File: config.mk
export PLATFORM = sky130hd
export DESIGN_NAME = operand_sequencer
export DESIGN_NICKNAME = d
export VERILOG_FILES = /design/src/rtl/operand_sequencer.sv
export SDC_FILE = /design/constraint.sdc
export NUM_CORES = 1
export LEC_CHECK = 0
export BUFFER_PORTS_ARGS = -buffer_cell sky130_fd_sc_hd__buf_2
export CAP_MARGIN = 10
export CORE_AREA = 3 3 40 42
export DETAILED_ROUTE_END_ITERATION = 12
export DIE_AREA = 0 0 43 45
export PLACE_DENSITY = 0.51
export SYNTH_ARGS = -nofsm -noshare
export SYNTH_HDL_FRONTEND = slang
export SYNTH_SLANG_ARGS = --single-unit
File: constraint.sdc
create_clock -name clk -period 1.3 [get_ports clk]
set_input_delay 0.26 -clock clk [delete_from_list [all_inputs] [get_ports clk]]
set_output_delay 0.26 -clock clk [all_outputs]
set_load 0.02 [all_outputs]
File: src/rtl/operand_sequencer.sv
// Dwell counter plus nested A/B operand counters: B descends as the outer loop,
// A ascends as the inner loop and wraps to 0 each time B steps down.
module operand_sequencer #(
  parameter int WIDTH = 2,
  parameter int DWELL = 4
) (
  input  logic             clk,
  input  logic             rst,
  input  logic             load,
  input  logic             step,
  output logic [WIDTH-1:0] a,
  output logic [WIDTH-1:0] b,
  output logic             dwell_last,
  output logic             sweep_last
);

  localparam int DW = (DWELL > 1) ? $clog2(DWELL) : 1;
  localparam logic [DW-1:0] DWELL_LAST = DW'(DWELL - 1);
  localparam logic [WIDTH-1:0] OP_MAX = '1;

  logic [DW-1:0]    dwell_q, dwell_d;
  logic [WIDTH-1:0] a_q, a_d;
  logic [WIDTH-1:0] b_q, b_d;

  assign a          = a_q;
  assign b          = b_q;
  assign dwell_last = (dwell_q == DWELL_LAST);
  assign sweep_last = (a_q == OP_MAX) && (b_q == '0);

  // Load starts a sweep at (A=0, B=max); each step either counts dwell or advances the pair.
  always_comb begin
    dwell_d = dwell_q;
    a_d     = a_q;
    b_d     = b_q;
    if (load) begin
      dwell_d = '0;
      a_d     = '0;
      b_d     = OP_MAX;
    end else if (step) begin
      if (dwell_last) begin
        dwell_d = '0;
        a_d     = a_q + 1'b1;
        if (a_q == OP_MAX) begin
          b_d = b_q - 1'b1;
        end
      end else begin
        dwell_d = dwell_q + 1'b1;
      end
    end
  end

  // Operand and dwell registers; reset parks both operands at zero.
  always_ff @(posedge clk or posedge rst) begin
    if (rst) begin
      dwell_q <= '0;
      a_q     <= '0;
      b_q     <= '0;
    end else begin
      dwell_q <= dwell_d;
      a_q     <= a_d;
      b_q     <= b_d;
    end
  end

endmodule

Word level (Yosys, flattened, before mapping)
Index checks and enable logic that the tools add are counted.

Bits in registers: 6. Input port bits: 4. Output and inout port bits: 6. Logic and storage cells: 25.

Add/subtract/negate cells: 3. Equal/unequal tests: 2. Multiplexer cells: 10. Reductions and logical operators: 7.

Operators with widths (number): 2-bit two-way mux (10); 2-bit nonzero test (3); 2-bit by 1-bit adder with 2-bit output, second input constant (2); 2-bit == test, second input constant (2); 3-bit AND reduction (1); 2-bit logical NOT (1); 2-bit AND reduction (1); 2-bit by 1-bit subtractor with 2-bit output, second input constant (1); 1-bit logical AND (1).

Logic depth before layout (Yosys ltp)
Word-level depth: 5. Gate-level depth with buffers: 3. Depth with buffers taken out: 3.

Worst setup path before layout
OpenSTA, ideal clock, no wires.

Path kind: reg-to-reg. Start point: register dwell_q[0]. End point: register dwell_q[0]. Setup time: 0.074 ns. Arrival: 1.198 ns. Data required time: 1.226 ns. Slack: 0.028 ns. Stages on the path, launching flop included: 4. Path buffers: 0. Period minus slack after synthesis: 1.272 ns. Cells stage by stage: dfrtp_1 ha_1 or3b_1 a21oi_2.

Cells in the longest elaborated chain, start to end: 4. Elaborated cells on any way between the ends: 5. Classes of those cells: add/sub: 1; eq/ne: 1; mux: 3.

Ends and longest elaborated chain: start: declaration (line 21) `logic [DW-1:0] dwell_q, dwell_d;`; start signal: assignment (line 59) `dwell_q <= dwell_d;`; 2-bit == test (line 27) `assign dwell_last = (dwell_q == DWELL_LAST);`; via dwell_last (line 13) `output logic dwell_last,`; 2-bit two-way mux (line 40) `if (dwell_last) begin`; 2-bit two-way mux (line 39) `end else if (step) begin`; 2-bit two-way mux (line 35) `if (load) begin`.

The timed path passes the listed nets, and every way through them passes these cells. The select of a mux whose other input is x is not followed. A chain may end at the register's enable or synchronous reset.

Worst setup path after layout
Start point: register a_q[1], in the netlist a[1]. End point: output sweep_last.

Cells in the longest elaborated chain, start to end: 2.

Ends and longest elaborated chain: start: declaration (line 22) `logic [WIDTH-1:0] a_q, a_d;`; start signal: assignment (line 56) `a_q <= '0;`; start signal: assignment (line 60) `a_q <= a_d;`; 2-bit == test (line 28) `assign sweep_last = (a_q == OP_MAX) && (b_q == '0);`; 1-bit logical AND (line 28); end: declaration (line 14) `output logic sweep_last`.

Every way passes these cells.

==> summary.md <==
| Metric | Value |
|---|---|
| Distinct cells, synth | 19 |
| Post-synth top cells | dfrtp_1, inv_1, ha_1 |
| Seq. cell area | 150 um^2 |
| Number of fill cells | 132 |
| Max Buffers Root-to-Sink | 2 |
| Area of the multi-input gates | 185 um^2 |
| Max Cap Viol | 0 |
| Count leader, synth | dfrtp_1 |
| Largest area contributor in the netlist | dfrtp_1 |
| Skew-Pair Late Insertion Delay | 0.24 ns |
| Met1 Wirelength | 367 um |
| PwrDens | 798 nW/um^2 |
| Worst IR Drop VDD | 0.592 mV |
| Final min period | 1.33 ns |
| # setup viols final | 1 |
| Final Skew | 0.00164 ns |
| Drt drc | 0 |
| Core area | 1280 um^2 |
| Root buffer cell | clkbuf_4 |
| Sequential fraction of the synthesis area | 0.435 |
| Mapped Nets | 40 |
| Port Buffers | 9 |
| FMAX | 0.752 GHz |
| Layout overhead on the synthesized area | 48.2% |
| Mapped cell area | 345 um^2 |
| Main synth FF type | dfrtp_1 |
| Clk pin slew, worst setup/hold paths | 0.04 ns |
| Initial Util | 0.269 |
| Die X | 43 um |
| Global placer's final weighted congestion | 0.651 |
| Setup CP Type | flop to output pin |
| Ant. Diodes | 0 |
| Die ar. | 1940 um^2 |
| Post-DP HPWL | 488 um |
| Xor/xnor share of the synthesized area | 0 |
| Met2 wire len | 302 um |
| Startpoint Class | flop |
| Vias in the first global route | 305 |
| Via/cell ratio | 4.39 |
| Crit path arrival time | 1.07 ns |
| Avg Cell Area, Syn | 10.5 um^2 |
| Final hold vios | 0 |
| Post-route antenna net violation count | 0 |
| Post-Route WL | 737 um |
| Async set or reset register ratio after synthesis | 1.00 |
| Worst setup margin | -0.0297 ns |
| Slew @ Worst Pin | 0.258 ns |
| Min Hold Slack | 0.273 ns |
| Core Rows | 13 |
| Htree depth | 1 |
| Num CTS Buffers | 3 |
| Die Ht | 45 um |
| Number of enable flip-flop cells after synthesis | 0 |
| Post-synthesis adder-cell area fraction | 0.109 |
| Final Max Tran Viols | 0 |
| Top layer in use | met4 |
| Starting DRC count in detailed routing | 4 |
| Routed length on met3 | 54 um |
| Post-synthesis mux area share | 0.0580 |
| Post-Place Setup Slack | 0.0491 ns |
| CTS Sinks | 6 |
| Avg WL per Cell | 11.2 um |
| Status | complete, but fails checks |
| # IOs | 10 |
| RSZ-0062 raised after global routing | true |
| Area share of and/or/nand/nor cells after synthesis | 0.156 |
| Vias | 290 |
| Final nets | 60 |
| Critical Path End Type | output pin |
| Crit Path Max Fanout | 2 |
| Total global-route track usage | 0.0974 |
| Placed instance area | 394 um^2 |
| Period utilization | 1.02 |
| Leak pwr | 0.000266 uW |
| Complex-gate fraction of the synthesized area | 0.156 |
| Critical Path RT | 1.04 ns |
| Cells after Synth | 33 |
| Combinational family with the most area after synthesis | compound AO/OA/AOI/OAI gates |
| Top cell type's share of synthesized area | 0.435 |
| Largest cells by area after synthesis | dfrtp_1, ha_1, a21bo_2 |
| CTS tree | done |
| Initial antenna violation count | 0 |
| Grt total ovfl | 0 |
| Failing checks | setup timing |
| First-pass GRT wire length | 1320 um |
| TritonRoute pass-1 iters | 2 |
| Relative slew slack | 0.828 |
| Worst hold path type | input port to flop |
| FF+latch count, synth | 6 |
| Largest net degree at the start of global routing | 10 |
| Ys Warns | 0 |
| Fin area | 512 um^2 |
| Layout cells sized above 1 | 0.510 |
## sequential cells by signal (all words and copies together) (netlist names)
name,count
a,2
dwell_q,2
b,2
## per-stage QoR
step	std cells	TNS (ns)	util	power, uW
final	66	-0.0297	0.398	408
after global routing	66	-0.0843	0.398	432
after CTS	64	-0.0284	0.382	411
after detailed placement	55	0	0.307	234
after global placement	55	0	0.307	233
after floorplan	33	0	-	226
## cell type report
class,instances,area share
multi-input cells,21,0.362
flip-flops and latches,6,0.293
repair buffers,17,0.235
clock buffers,3,0.0440
well taps,15,0.0367
inverters,4,0.0293
## cell families after synthesis
group,Yosys count
flops,6
fa+ha+maj,3
buf+inv,6
simple gates,9
compound gates,7
mux,2
## report_power, final
group | switching, uW | internal [uW] | total (uW)
combinational | 22.7 | 21.2 | 43.9
clock | 62.5 | 104 | 167
sequential | 5.10 | 193 | 198
## critical path, stage by stage (launching register included)
cell and delay (ns):
dfrtp_1 0.38, ha_2 0.20, and2_4 0.13, buf_6 0.12
## routing by layer
metal	global-route usage	up-vias
met3	0.0478	4
met1	0.119	128
met2	0.141	10
met5	0	-
li1	-	148
met4	0.0542	0
## final timing paths
check                            from         end  slack (ns)  cells past startpoint
max reg2reg                      a[1]        b[1]        0.15                      4
min in group asynchronous         rst  dwell_q[0]        0.48                      3
min                              load  dwell_q[0]        0.27                      2
min reg2reg                dwell_q[1]  dwell_q[1]        0.58                      2
max                              a[1]  sweep_last       -0.03                      3
max in group asynchronous         rst        a[1]        0.61                      3
## cells in the final DEF (no fill, tap or decap), types with 2 or more instances in the layout
cell and instances:
a21oi_1 2, nor2_1 2, a21bo_2 2, clkbuf_4 3, dfrtp_1 6, mux2i_1 2, inv_1 4, buf_6 2
buf_2 7, buf_4 7, ha_2 2
## what timing repair did
| item | CTS | global route |
|---|---|---|
| gates resized for setup | 7 | 2 |
| endpoints found under the setup margin | 2 | 2 |
| hold buffers | 1 | 0 |
| endpoints found under the hold margin | 6 | 0 |
| pin swaps | 1 | 0 |
| buffers inserted | 5 | 2 |
No activity file was read; power rests on OpenSTA's default activity.
